`config.mk`:
```
export PLATFORM = sky130hd
export DESIGN_NAME = mul32_seq_ctrl_flat
export DESIGN_NICKNAME = d
export VERILOG_FILES = /design/src/rtl/mul32_seq_ctrl_if.sv /design/src/rtl/mul32_seq_ctrl.sv /design/src/flat_wrapper.sv
export SDC_FILE = /design/constraint.sdc
export NUM_CORES = 1
export LEC_CHECK = 0
export ABC_AREA = 1
export BUFFER_PORTS_ARGS = -buffer_cell sky130_fd_sc_hd__buf_2
export CAP_MARGIN = 20
export CORE_ASPECT_RATIO = 1.4
export CORE_MARGIN = 4
export CORE_UTILIZATION = 34
export DETAILED_ROUTE_END_ITERATION = 10
export HOLD_SLACK_MARGIN = 0.03
export PLACE_DENSITY = 0.61
export SLEW_MARGIN = 20
export SYNTH_ARGS = -nofsm -noshare
export SYNTH_HDL_FRONTEND = slang
export SYNTH_SLANG_ARGS = --single-unit
export TNS_END_PERCENT = 30
```
`constraint.sdc`:
```
create_clock -name clk -period 3.4 [get_ports clk]
set_input_delay 0.17 -clock clk [delete_from_list [all_inputs] [get_ports clk]]
set_output_delay 0.17 -clock clk [all_outputs]
set_load 0.02 [all_outputs]
```
`src/rtl/mul32_seq_ctrl_if.sv`:
```
//------------------------------------------------------------------------------
// Module      : mul32_seq_ctrl_if
// Description : Signal bundle between the execute stage, the mul32_seq_ctrl
//               sequencer and the shared 16x16 multiplier instance.
//               Request/response handshake, flush, and the multiplier
//               operand/mode/product path.
//               master : execute-stage side, including the shared multiplier
//                        that returns mul_prod.
//               slave  : the sequencer.
// Revision    : 1.0 - initial release
//------------------------------------------------------------------------------
`default_nettype none

interface mul32_seq_ctrl_if;
    // request channel
    logic        req_valid;
    logic        req_ready;
    logic [1:0]  req_op;
    logic [31:0] req_a;
    logic [31:0] req_b;
    logic        flush;
    // response channel
    logic        resp_valid;
    logic        resp_ready;
    logic [31:0] resp_data;
    logic        busy;
    // shared multiplier path
    logic [15:0] mul_ain;
    logic [15:0] mul_bin;
    logic        mul_ss;
    logic        mul_us;
    logic        mul_su;
    logic        mul_uu;
    logic [31:0] mul_prod;

    modport master (
        output req_valid, req_op, req_a, req_b, flush, resp_ready, mul_prod,
        input  req_ready, resp_valid, resp_data, busy,
        input  mul_ain, mul_bin, mul_ss, mul_us, mul_su, mul_uu
    );

    modport slave (
        input  req_valid, req_op, req_a, req_b, flush, resp_ready, mul_prod,
        output req_ready, resp_valid, resp_data, busy,
        output mul_ain, mul_bin, mul_ss, mul_us, mul_su, mul_uu
    );
endinterface

`default_nettype wire

```
`src/rtl/mul32_seq_ctrl.sv`:
```
//------------------------------------------------------------------------------
// Module      : mul32_seq_ctrl
// Description : Sequencer computing RV32M MUL/MULH/MULHSU/MULHU with a shared
//               16x16 multiplier. Four partial products (Al*Bl, Al*Bh, Ah*Bl,
//               Ah*Bh) are issued one per step and accumulated into a 64-bit
//               register; the 32-bit result is returned on a valid/ready
//               handshake. A flush aborts any operation in flight.
// Parameters  : MUL_STAGES - pipeline registers in the multiplier path (0..2);
//               each step holds its operands MUL_STAGES+1 cycles.
// Macros      : MUL_EARLY_EXIT_EN - when defined, MUL (low word) skips the
//               Ah*Bh step, which only contributes to bits 63:32.
// Ports       : clk, rst (synchronous, active high)
//               bus (mul32_seq_ctrl_if.slave):
//                 req_valid/req_ready/req_op/req_a/req_b - request
//                 flush                                  - abort
//                 resp_valid/resp_ready/resp_data        - response
//                 busy                                   - not idle
//                 mul_ain/mul_bin/mul_{ss,su,us,uu}      - to multiplier
//                 mul_prod                               - from multiplier
// Revision    : 1.0 - initial release
//------------------------------------------------------------------------------
`default_nettype none

module mul32_seq_ctrl #(
    parameter int unsigned MUL_STAGES = 0
) (
    input  logic             clk,
    input  logic             rst,
    mul32_seq_ctrl_if.slave  bus
);

    typedef enum logic [1:0] {
        ST_IDLE = 2'd0,
        ST_CALC = 2'd1,
        ST_DONE = 2'd2
    } state_t;

    localparam logic [1:0] c_WAIT_LAST = 2'(MUL_STAGES);
    localparam logic [1:0] c_OP_MUL    = 2'b00;
    localparam logic [1:0] c_OP_MULH   = 2'b01;
    localparam logic [1:0] c_OP_MULHSU = 2'b10;

    state_t      r_state;
    state_t      w_state_next;

    logic [1:0]  r_op;
    logic [31:0] r_a;
    logic [31:0] r_b;
    logic        r_sa;
    logic        r_sb;
    logic [63:0] r_acc;
    logic [1:0]  r_step;
    logic [1:0]  r_wait;
    logic [31:0] r_resp_data;

    logic        w_step_end;
    logic        w_last_step;
    logic        w_ain_signed;
    logic        w_bin_signed;
    logic [15:0] w_ain;
    logic [15:0] w_bin;
    logic [5:0]  w_shamt;
    logic [63:0] w_prod_ext;
    logic [63:0] w_acc_sum;

    // The step ends when the operands have been held long enough for the
    // multiplier pipeline to present their product.
    assign w_step_end = (r_wait == c_WAIT_LAST);

`ifdef MUL_EARLY_EXIT_EN
    assign w_last_step = (r_step == 2'd3) ||
                         ((r_step == 2'd2) && (r_op == c_OP_MUL));
`else
    assign w_last_step = (r_step == 2'd3);
`endif

    //--------------------------------------------------------------------------
    // State register
    //--------------------------------------------------------------------------
    always_ff @(posedge clk) begin
        if (rst) begin
            r_state <= ST_IDLE;
        end else begin
            r_state <= w_state_next;
        end
    end

    //--------------------------------------------------------------------------
    // Next state, handshake outputs and step operand selection
    //--------------------------------------------------------------------------
    always_comb begin
        w_state_next   = r_state;
        bus.req_ready  = 1'b0;
        bus.resp_valid = 1'b0;
        bus.busy       = 1'b1;
        w_ain          = 16'd0;
        w_bin          = 16'd0;
        w_ain_signed   = 1'b0;
        w_bin_signed   = 1'b0;
        w_shamt        = 6'd0;

        case (r_state)
            ST_IDLE: begin
                bus.req_ready = 1'b1;
                bus.busy      = 1'b0;
                if (bus.req_valid) begin
                    w_state_next = ST_CALC;
                end
            end

            ST_CALC: begin
                // step[1] selects the A half, step[0] the B half; a half is
                // treated as signed only when it is the upper half of a
                // signed operand.
                w_ain        = r_step[1] ? r_a[31:16] : r_a[15:0];
                w_bin        = r_step[0] ? r_b[31:16] : r_b[15:0];
                w_ain_signed = r_step[1] & r_sa;
                w_bin_signed = r_step[0] & r_sb;
                case (r_step)
                    2'd0:    w_shamt = 6'd0;
                    2'd3:    w_shamt = 6'd32;
                    default: w_shamt = 6'd16;
                endcase
                if (bus.flush) begin
                    w_state_next = ST_IDLE;
                end else if (w_step_end && w_last_step) begin
                    w_state_next = ST_DONE;
                end
            end

            ST_DONE: begin
                bus.resp_valid = 1'b1;
                if (bus.flush || bus.resp_ready) begin
                    w_state_next = ST_IDLE;
                end
            end

            default: begin
                w_state_next = ST_IDLE;
            end
        endcase
    end

    assign bus.mul_ain   = w_ain;
    assign bus.mul_bin   = w_bin;
    assign bus.mul_ss    =  w_ain_signed &  w_bin_signed;
    assign bus.mul_su    =  w_ain_signed & ~w_bin_signed;
    assign bus.mul_us    = ~w_ain_signed &  w_bin_signed;
    assign bus.mul_uu    = ~w_ain_signed & ~w_bin_signed;
    assign bus.resp_data = r_resp_data;

    // A 16x16 product with any signed input is a signed 32-bit value; an
    // unsigned-by-unsigned product may use bit 31 as magnitude.
    assign w_prod_ext = (w_ain_signed | w_bin_signed) ?
                        {{32{bus.mul_prod[31]}}, bus.mul_prod} :
                        {32'd0, bus.mul_prod};
    assign w_acc_sum  = r_acc + (w_prod_ext << w_shamt);

    //--------------------------------------------------------------------------
    // Operand capture, step sequencing and accumulation
    //--------------------------------------------------------------------------
    always_ff @(posedge clk) begin
        if (rst) begin
            r_op        <= 2'd0;
            r_a         <= 32'd0;
            r_b         <= 32'd0;
            r_sa        <= 1'b0;
            r_sb        <= 1'b0;
            r_acc       <= 64'd0;
            r_step      <= 2'd0;
            r_wait      <= 2'd0;
            r_resp_data <= 32'd0;
        end else begin
            case (r_state)
                ST_IDLE: begin
                    if (bus.req_valid) begin
                        r_op   <= bus.req_op;
                        r_a    <= bus.req_a;
                        r_b    <= bus.req_b;
                        r_sa   <= (bus.req_op == c_OP_MULH) ||
                                  (bus.req_op == c_OP_MULHSU);
                        r_sb   <= (bus.req_op == c_OP_MULH);
                        r_acc  <= 64'd0;
                        r_step <= 2'd0;
                        r_wait <= 2'd0;
                    end
                end

                ST_CALC: begin
                    if (bus.flush) begin
                        r_step <= 2'd0;
                        r_wait <= 2'd0;
                    end else if (w_step_end) begin
                        r_acc  <= w_acc_sum;
                        r_step <= r_step + 2'd1;
                        r_wait <= 2'd0;
                        // Result is captured from the final sum so it is
                        // stable for the whole time the response waits.
                        if (w_last_step) begin
                            r_resp_data <= (r_op == c_OP_MUL) ? w_acc_sum[31:0]
                                                              : w_acc_sum[63:32];
                        end
                    end else begin
                        r_wait <= r_wait + 2'd1;
                    end
                end

                default: begin
                end
            endcase
        end
    end

endmodule

`default_nettype wire
```
`src/flat_wrapper.sv`:
```
// flat-port wrapper written by rule: the top's interface ports become plain ports
module mul32_seq_ctrl_flat 
#(
    parameter int unsigned MUL_STAGES = 0
)
  (clk, rst, bus_req_valid, bus_req_op, bus_req_a, bus_req_b, bus_flush, bus_resp_ready, bus_mul_prod, bus_req_ready, bus_resp_valid, bus_resp_data, bus_busy, bus_mul_ain, bus_mul_bin, bus_mul_ss, bus_mul_us, bus_mul_su, bus_mul_uu);
  mul32_seq_ctrl_if bus_i ();
  input  logic clk;
  input  logic rst;
  input wire logic [$bits(bus_i.req_valid)-1:0] bus_req_valid;
  input wire logic [$bits(bus_i.req_op)-1:0] bus_req_op;
  input wire logic [$bits(bus_i.req_a)-1:0] bus_req_a;
  input wire logic [$bits(bus_i.req_b)-1:0] bus_req_b;
  input wire logic [$bits(bus_i.flush)-1:0] bus_flush;
  input wire logic [$bits(bus_i.resp_ready)-1:0] bus_resp_ready;
  input wire logic [$bits(bus_i.mul_prod)-1:0] bus_mul_prod;
  output wire logic [$bits(bus_i.req_ready)-1:0] bus_req_ready;
  output wire logic [$bits(bus_i.resp_valid)-1:0] bus_resp_valid;
  output wire logic [$bits(bus_i.resp_data)-1:0] bus_resp_data;
  output wire logic [$bits(bus_i.busy)-1:0] bus_busy;
  output wire logic [$bits(bus_i.mul_ain)-1:0] bus_mul_ain;
  output wire logic [$bits(bus_i.mul_bin)-1:0] bus_mul_bin;
  output wire logic [$bits(bus_i.mul_ss)-1:0] bus_mul_ss;
  output wire logic [$bits(bus_i.mul_us)-1:0] bus_mul_us;
  output wire logic [$bits(bus_i.mul_su)-1:0] bus_mul_su;
  output wire logic [$bits(bus_i.mul_uu)-1:0] bus_mul_uu;
  assign bus_i.req_valid = bus_req_valid;
  assign bus_i.req_op = bus_req_op;
  assign bus_i.req_a = bus_req_a;
  assign bus_i.req_b = bus_req_b;
  assign bus_i.flush = bus_flush;
  assign bus_i.resp_ready = bus_resp_ready;
  assign bus_i.mul_prod = bus_mul_prod;
  assign bus_req_ready = bus_i.req_ready;
  assign bus_resp_valid = bus_i.resp_valid;
  assign bus_resp_data = bus_i.resp_data;
  assign bus_busy = bus_i.busy;
  assign bus_mul_ain = bus_i.mul_ain;
  assign bus_mul_bin = bus_i.mul_bin;
  assign bus_mul_ss = bus_i.mul_ss;
  assign bus_mul_us = bus_i.mul_us;
  assign bus_mul_su = bus_i.mul_su;
  assign bus_mul_uu = bus_i.mul_uu;
  mul32_seq_ctrl #(.MUL_STAGES(MUL_STAGES)) u_core (.clk(clk), .rst(rst), .bus(bus_i));
endmodule
```
After elaboration in Yosys (flattened, before gate mapping):

Index checks and enable logic that the tools add are counted.

* output and inout bits: 71
* logic and storage cells: 78
* flip-flop bits (word level): 170

* shift operators: 1
* add/sub/neg operators: 3
* bitwise logic cells: 10
* multiplexer cells: 29
* reduce and logical (&&, ||, !) cells: 14
* equal/unequal tests: 11

Operators with widths (number)
* 64-bit 2-to-1 mux: 4
* 64-bit one-hot mux with 2 select lines: 1
* 64-bit adder: 1
* 16-bit 2-to-1 mux: 4
* 64-bit by 6-bit << shifter with 64-bit output: 1
* 32-bit 2-to-1 mux: 1
* 2-bit 2-to-1 mux: 9
* 6-bit one-hot mux with 2 select lines: 1
* 2-bit logical NOT: 4
* 2-bit one-hot mux with 2 select lines: 2
* 4-bit AND reduction: 2
* 1-bit bitwise AND: 6
* 2-bit equality test, second input constant: 3
* 6-bit 2-to-1 mux: 1
* 3-bit by 2-bit != test with 1-bit output, second input constant: 2
* 2-bit one-hot mux with 3 select lines: 1
* 3-bit AND reduction: 2
* 1-bit 2-to-1 mux: 5
* 2-bit by 1-bit adder with 2-bit output, second input constant: 2
* 2-bit by 1-bit equality test with 1-bit output, second input constant: 2
* 2-bit by 1-bit != test with 1-bit output, second input constant: 2
* 2-bit != test, second input constant: 2
* 2-bit AND reduction: 2
* 1-bit inverter: 3
* 4 further kinds: 5

Logic depth before layout (Yosys ltp):

Gate-level depths: netlist (run 1).

* depth in word-level cells: 9
* depth in mapped cells: 25

Worst setup path after synthesis (run 1):

Ideal clock, no wire load.

* path kind: register to register
* start point: register u_core.r_step[0]
* end point: register u_core.r_resp_data[20], in the netlist u_core.bus.resp_data[20]
* setup slack: 0.552 ns
* cell stages (with the launch flop): 18
* data required time: 3.268 ns
* path buffers: 2
* arrival time: 2.716 ns
* path through: dfxtp_1 > ha_1 > nand2_1 > buf_2 > clkbuf_1 > o21ai_0 > o21ai_0 > inv_1 > ha_1 > nand2_1 > nor2_2 > nand2_1 > nor4_1 > nand2_1 > nand3_1 > nand3_1 > nand2_1 > a21oi_1

* longest elaborated chain between the ends: 7

RTL lines
* from (decl): RTL line mul32_seq_ctrl.sv:52 `logic [1:0] r_step;`
* from (signal assigned): RTL line mul32_seq_ctrl.sv:195 `r_step <= r_step + 2'd1;`
* 1-bit bitwise AND: RTL line mul32_seq_ctrl.sv:118 `w_bin_signed = r_step[0] & r_sb;`
* 1-bit 2-to-1 mux: RTL line mul32_seq_ctrl.sv:102 `case (r_state)`
* 1-bit OR: RTL line mul32_seq_ctrl.sv:154 `assign w_prod_ext = (w_ain_signed | w_bin_signed) ?`
* 64-bit 2-to-1 mux: RTL line mul32_seq_ctrl.sv:154
* 64-bit by 6-bit << shifter with 64-bit output: RTL line mul32_seq_ctrl.sv:157 `assign w_acc_sum = r_acc + (w_prod_ext << w_shamt);`
* 64-bit adder: RTL line mul32_seq_ctrl.sv:157
* 32-bit 2-to-1 mux: RTL line mul32_seq_ctrl.sv:200 `r_resp_data <= (r_op == c_OP_MUL) ? w_acc_sum[31:0]`
* to (signal assigned): RTL line mul32_seq_ctrl.sv:200
* to (decl): RTL line mul32_seq_ctrl.sv:54 `logic [31:0] r_resp_data;`

Several ways; a longest one is shown, not always the timed one.
A chain may end at the register's enable or synchronous reset.

Worst setup path after layout (run 1):

* start point: register u_core.r_step[1]
* end point: register u_core.r_resp_data[25], in the netlist u_core.bus.resp_data[25]

* longest elaborated chain between the ends: 7

RTL lines
* 1-bit bitwise AND: RTL line mul32_seq_ctrl.sv:117 `w_ain_signed = r_step[1] & r_sa;`
* 1-bit 2-to-1 mux: RTL line mul32_seq_ctrl.sv:102
* 1-bit OR: RTL line mul32_seq_ctrl.sv:154
* 64-bit 2-to-1 mux: RTL line mul32_seq_ctrl.sv:154
* 64-bit by 6-bit << shifter with 64-bit output: RTL line mul32_seq_ctrl.sv:157
* 64-bit adder: RTL line mul32_seq_ctrl.sv:157
* 32-bit 2-to-1 mux: RTL line mul32_seq_ctrl.sv:200

Several ways; a longest one is shown, not always the timed one.

==> results.sh, run 1 <==
export IMPL_grt_pass1_vias=16990
export IMPL_worstSetupStartpointType="flip-flop"
export IMPL_syn_area_um2=13720
export IMPL_cp_endpoint="u_core.bus.resp_data[25]$_SDFFE_PP0P_"
export IMPL_reg2reg_from="u_core.r_step[1]$_SDFFE_PP0P_"
export IMPL_ys_ff_latch=170
export IMPL_ys_types=35
export IMPL_synth_edf_count=0
export IMPL_crit_start="u_core.r_step[1]$_SDFFE_PP0P_"
export IMPL_ys_flop_type="dfxtp_1"
export IMPL_r2r_slack_ns=0.03
export IMPL_required_ns=3.80
export IMPL_total_power_mw=5.796
export IMPL_syn_avg_cell_area_um2=5.437
export IMPL_rsz0062_at_grt="true"
export IMPL_tns_ns=0
export IMPL_initial_core_util_pct=34.64
export IMPL_core_area_um2=39600
export IMPL_min_path_type="primary input to flip-flop"
export IMPL_hold_violations=0
export IMPL_fin_cells=3540
export IMPL_num_vias=17540
export IMPL_clkLatencyLatePin_ns=0.47
export IMPL_ioPinCount=174
export IMPL_max_freq_mhz=296.8
export IMPL_syn_nets=2695
export IMPL_final_common_cell="nand2_1"
export IMPL_maxSlewHeadroom_pct=37.43
export IMPL_endpoint_kind="flip-flop"
export IMPL_drc=0
export IMPL_grt_pass1_wl_um=95700
export IMPL_drive_gt1_share_pct=28.62
export IMPL_r2r_end="u_core.bus.resp_data[25]$_SDFFE_PP0P_"
export IMPL_worst_pin_slew_ns=0.9386
export IMPL_layout_nets=3171
export IMPL_numPortBuffers=173
export IMPL_drt_total_wl_um=66290
export IMPL_drt_iter0_markers=1029
export IMPL_fp_row_count=86
export IMPL_p_leak_nw=10.88
export IMPL_dp_final_hpwl_um=50550
export IMPL_area_growth_pct=47.52
export IMPL_powerDensity_nw_per_um2=286.4
export IMPL_synth_cells=2523
export IMPL_dp_cells=3410
export IMPL_outcome="complete, no violations"
export IMPL_die_height_um=245.7
export IMPL_insertedDiodeCount=0
export IMPL_skew_ns=0.01861
export IMPL_yosysWarningCount=0
export IMPL_grt_start_max_net_pins=72
export IMPL_setup_viol=0
export IMPL_critical_path_arrival_ns=3.77
export IMPL_grt_antenna_before_repair=4
export IMPL_drv_slew=0
export IMPL_clock_sinks=170
export IMPL_ant_nets=0
export IMPL_cts_tree="built"
export IMPL_period_needed_ns=3.370
export IMPL_reg2reg_depth=22
export IMPL_ys_seq_area_share_pct=24.81
export IMPL_final_cell_mix="nand2_1 (847), inv_1 (411), buf_4 (280), nor2_1 (217), buf_2 (172)"
export IMPL_async_reset_ff_share_pct=0
export IMPL_post_drt_wl_per_cell_um=18.73
export IMPL_path_max_fanout=7
export IMPL_critPathKind="flip-flop to flip-flop"
export IMPL_h_tree_depth=4
export IMPL_die_area_um2=43670
export IMPL_fillCellCount=4210
export IMPL_grt_ovfl_total=0
export IMPL_clockBufferDepth=2
export IMPL_timing_hold_ws_ns=0.09558
export IMPL_drt_pass1_iterations=8
export IMPL_die_x_um=177.8
export IMPL_post_route_util_pct=51.11
export IMPL_numCtsBuffers=17
export IMPL_routed_via_density=4.954
export IMPL_post_route_period_util_pct=99.11
export IMPL_root_buffer="clkbuf_16"
export IMPL_peakVddDrop_mv=0.3748
export IMPL_clk_pin_slew_ns=0.08
export IMPL_grtUsageTotal_pct=28.92
export IMPL_drv_cap=0
export IMPL_gp_congestion=1.006
-- what timing repair did --
item                                    CTS  global route
setup buffers                             5            22
hold buffers                             67             0
hold endpoints to repair                 68             0
pin swaps                                 8            77
gates cloned                              0             4
endpoints found under the setup margin   71            69
gates resized for setup                 107           347
-- synthesized netlist by cell type, types with 2 or more instances --
cell | n | area, µm²
or2_2 | 4 | 25.02
nor3_2 | 2 | 20.02
nand2_2 | 6 | 37.54
buf_4 | 2 | 15.01
a21oi_1 | 177 | 885.9
inv_2 | 15 | 56.30
nor3_1 | 18 | 90.09
nor2_2 | 9 | 56.30
buf_2 | 14 | 70.07
inv_1 | 423 | 1588
nand2_1 | 977 | 3667
o211ai_1 | 15 | 112.6
xor2_1 | 15 | 131.4
o21bai_1 | 3 | 22.52
clkbuf_1 | 56 | 210.2
clkinv_1 | 5 | 18.77
dfxtp_1 | 170 | 3403
ha_1 | 68 | 850.8
nand3b_1 | 2 | 15.01
buf_1 | 10 | 37.54
nand3_1 | 107 | 535.5
nand4_1 | 7 | 43.79
o21ai_1 | 5 | 25.02
o21ai_0 | 133 | 665.6
nor4_1 | 5 | 31.28
nor2_1 | 266 | 998.5
-- worst min-delay path by stage --
stage / endpoint / depth (start not counted) / slack (ns) / startpoint
2_1_floorplan: u_core.r_op[1]$_SDFFE_PP0P_ / 2 / 0.32 / bus_req_op[1]
3_3_place_gp: u_core.r_b[15]$_SDFFE_PP0P_ / 3 / 0.42 / bus_req_b[15]
3_5_place_dp: u_core.r_b[8]$_SDFFE_PP0P_ / 3 / 0.42 / bus_req_b[8]
4_1_cts: u_core.r_state[1]$_SDFFE_PP0P_ / 4 / 0.08 / bus_flush
5_1_grt: u_core.r_state[1]$_SDFFE_PP0P_ / 4 / 0.10 / bus_flush
6_report: u_core.r_state[1]$_SDFFE_PP0P_ / 4 / 0.1 / bus_flush
-- final cells by class --
| class | count | area, µm² | share of cell area (%) |
|---|---|---|---|
| clock buffer | 17 | 425.4 | 2.102 |
| multi-input combinational | 1828 | 9916 | 49.00 |
| inverter | 443 | 1665 | 8.229 |
| timing repair buffer | 539 | 3960 | 19.57 |
| sequential | 170 | 3408 | 16.84 |
| tap | 528 | 660.6 | 3.265 |
| clock inverter | 15 | 201.4 | 0.9954 |
-- metal layers --
| metal | share of wire [%] | GRT usage [%] |
|---|---|---|
| met1 | 37 | 31.31 |
| met2 | 48 | 50.38 |
| met3 | 5.3 | 4.599 |
| met4 | 9.2 | 21.37 |
| met5 | 0.051 | 0 |
-- metrics by stage --
stage	setup WS (ns)	instance area (µm²)
2_1_floorplan	0.5515	13720
3_3_place_gp	-0.7045	17000
3_5_place_dp	-0.6564	17000
4_1_cts	-0.03674	18640
5_1_grt	-0.08330	20240
6_report	0.03035	20240
-- worst max-delay path: stages, from the launching register on --
cell     delay (ns)
dfxtp_4        0.37
ha_4           0.29
nand2_8        0.11
buf_12         0.18
buf_4          0.14
nand2_1        0.06
o21ai_2        0.07
buf_4          0.16
o21ai_1        0.17
inv_1          0.10
ha_4           0.33
nand2_2        0.10
inv_2          0.09
nand2_2        0.09
nor3_4         0.26
nand2_2        0.11
nor2_2         0.11
nand2_2        0.12
nand2_1        0.09
nand2_1        0.06
nand3_1        0.08
nand2_1        0.08
a21oi_2        0.12
-- sequential cells by signal (all words and copies together) (netlist names) --
signal,cells
u_core.r_b,32
u_core.r_op,2
u_core.r_state,2
u_core.r_wait,2
u_core.r_sb,1
u_core.r_a,32
u_core.r_sa,1
u_core.bus.resp_data,32
u_core.r_acc,64
u_core.r_step,2
-- cell families after synthesis --
group | after synthesis | share of synthesized area (%)
fa+ha+maj | 69 | 6.348
flops | 170 | 24.81
xor+xnor | 15 | 0.9577
compound gates | 335 | 12.59
simple gates | 1409 | 40.75
buf+inv | 525 | 14.55
-- report_power, final --
group / internal [mW] / switching, mW
Sequential: 2.07 / 0.0501
Combinational: 0.615 / 0.898
Clock: 1.03 / 1.13
No activity file was read; power rests on OpenSTA's default activity.
==> inputs of run 2 (changes only) <==
--- a/config.mk
+++ b/config.mk
@@ -14,6 +14,7 @@
 export DETAILED_ROUTE_END_ITERATION = 10
 export HOLD_SLACK_MARGIN = 0.03
 export PLACE_DENSITY = 0.61
+export SETUP_SLACK_MARGIN = 0.5
 export SLEW_MARGIN = 20
 export SYNTH_ARGS = -nofsm -noshare
 export SYNTH_HDL_FRONTEND = slang
==> results.sh, run 2 (synthesized netlist as in run 1, its figures left out) <==
export IMPL_largest_register_ffs=64
export IMPL_critical_path_arrival_ns=3.72
export IMPL_min_path_type="primary input to flip-flop"
export IMPL_critPathKind="flip-flop to flip-flop"
export IMPL_final_common_cell="nand2_1"
export IMPL_period_needed_ns=3.320
export IMPL_skew_ns=0.01800
export IMPL_core_area_um2=39600
export IMPL_endpoint_kind="flip-flop"
export IMPL_hold_violations=0
export IMPL_numCtsBuffers=17
export IMPL_fp_row_count=86
export IMPL_outcome="complete, no violations"
export IMPL_final_cell_mix="nand2_1 (823), inv_1 (403), buf_4 (283), nor2_1 (205), buf_2 (172)"
export IMPL_p_leak_nw=10.92
export IMPL_ant_nets=0
export IMPL_drive_gt1_share_pct=30.81
export IMPL_required_ns=3.80
export IMPL_post_route_util_pct=52.07
export IMPL_dp_final_hpwl_um=50550
export IMPL_grt_ovfl_total=0
export IMPL_h_tree_depth=4
export IMPL_die_height_um=245.7
export IMPL_num_vias=17410
export IMPL_maxSlewHeadroom_pct=36.83
export IMPL_fin_cells=3543
export IMPL_fillCellCount=4139
export IMPL_tns_ns=0
export IMPL_grtUsageTotal_pct=29.36
export IMPL_r2r_slack_ns=0.08
export IMPL_timing_final_ws_setup_ns=0.08015
export IMPL_clockBufferDepth=2
export IMPL_post_route_period_util_pct=97.64
export IMPL_die_x_um=177.8
export IMPL_drt_iter0_markers=1053
export IMPL_post_drt_wl_per_cell_um=18.57
export IMPL_area_growth_pct=50.31
export IMPL_routed_via_density=4.915
export IMPL_timing_hold_ws_ns=0.09337
export IMPL_drt_total_wl_um=65800
export IMPL_max_freq_mhz=301.2
export IMPL_clkLatencyLatePin_ns=0.47
export IMPL_grt_antenna_before_repair=1
export IMPL_drv_slew=0
export IMPL_worstSetupStartpointType="flip-flop"
export IMPL_worst_pin_slew_ns=0.9476
export IMPL_numPortBuffers=173
export IMPL_ioPinCount=174
export IMPL_drc=0
export IMPL_grt_pass1_vias=17220
export IMPL_initial_core_util_pct=34.64
export IMPL_grt_pass1_wl_um=97520
export IMPL_dpl_worst_slack_ns=-0.6564
export IMPL_powerDensity_nw_per_um2=283.1
export IMPL_drt_pass1_iterations=8
export IMPL_setup_viol=0
export IMPL_die_area_um2=43670
export IMPL_dp_cells=3410
export IMPL_drv_cap=0
export IMPL_cts_tree="built"
export IMPL_rsz0062_at_grt="true"
export IMPL_clock_sinks=170
export IMPL_peakVddDrop_mv=0.3756
export IMPL_regMostFlops="u_core.r_acc"
export IMPL_grt_start_max_net_pins=72
export IMPL_insertedDiodeCount=0
export IMPL_clk_pin_slew_ns=0.09
export IMPL_layout_nets=3174
export IMPL_gp_congestion=1.006
export IMPL_path_max_fanout=13
export IMPL_root_buffer="clkbuf_16"
run 2: changes by cell type in the layout (fill, tap and decap cells not counted), sizes merged:
cell,change
buf,+6
clkbuf,-3
clkinv,+1
inv,-1
run 2: final cells by class:
type | instances | area, µm² | share of cell area, %
clock buffers | 17 | 425.4 | 2.063
clock inverters | 15 | 201.4 | 0.9769
inverters | 443 | 1665 | 8.076
well taps | 528 | 660.6 | 3.204
multi-input cells | 1828 | 10290 | 49.88
flip-flops and latches | 170 | 3410 | 16.54
repair buffers | 542 | 3971 | 19.26
run 2: worst max-delay path: stages, from the launching register on:
cell     delay (ns)
dfxtp_4        0.37
ha_4           0.29
nand2_8        0.09
buf_12         0.17
buf_4          0.14
nand2_1        0.06
o21ai_2        0.10
inv_1          0.08
nor2_1         0.04
ha_1           0.36
nand2_2        0.14
buf_4          0.17
nor2_2         0.12
inv_2          0.10
nor2_4         0.16
nand2_1        0.12
inv_1          0.08
nand2_1        0.07
nand2_1        0.07
nand2_1        0.07
buf_4          0.13
nand2_1        0.10
nand2_1        0.07
a21oi_1        0.14
run 2: worst paths after layout:
check / from / end / depth (start not counted)
hold / removal: bus_flush / u_core.r_state[1]$_SDFFE_PP0P_ / 4
setup / recovery: u_core.r_step[1]$_SDFFE_PP0P_ / u_core.r_acc[39]$_SDFFE_PP0P_ / 23
setup reg to reg: u_core.r_step[1]$_SDFFE_PP0P_ / u_core.r_acc[39]$_SDFFE_PP0P_ / 23
hold reg to reg: u_core.bus.resp_data[21]$_SDFFE_PP0P_ / u_core.bus.resp_data[21]$_SDFFE_PP0P_ / 2
run 2: power by group:
part	total, mW	internal (mW)	switching [mW]
Clock	2.16	1.03	1.13
Combinational	1.55	0.639	0.916
Sequential	2.13	2.07	0.0518
run 2: per-stage QoR:
step | area [µm²] | total power [mW]
finish | 20620 | 5.838
global route | 20620 | 6.068
CTS | 19300 | 5.715
detailed placement | 17000 | 3.410
global placement | 17000 | 3.400
floorplan | 13720 | 2.815
run 2: metal layers:
layer	routed length, µm	up-vias	part of all wire, %	global-route usage (%)
met2	31940	592	49	50.75
met1	24610	7962	37	31.71
met4	5885	2	8.9	22.40
met3	3348	194	5.1	4.860
met5	13	-	0.020	0
li1	-	8663	-	-
run 2: timing repair:
action | 4_1_cts | 5_1_grt
resized for setup | 249 | 290
hold buffers | 67 | 0
endpoints found under the setup margin | 86 | 89
hold endpoints to repair | 68 | 0
pin swaps | 30 | 81
buffers inserted | 14 | 19
gates cloned | 1 | 0
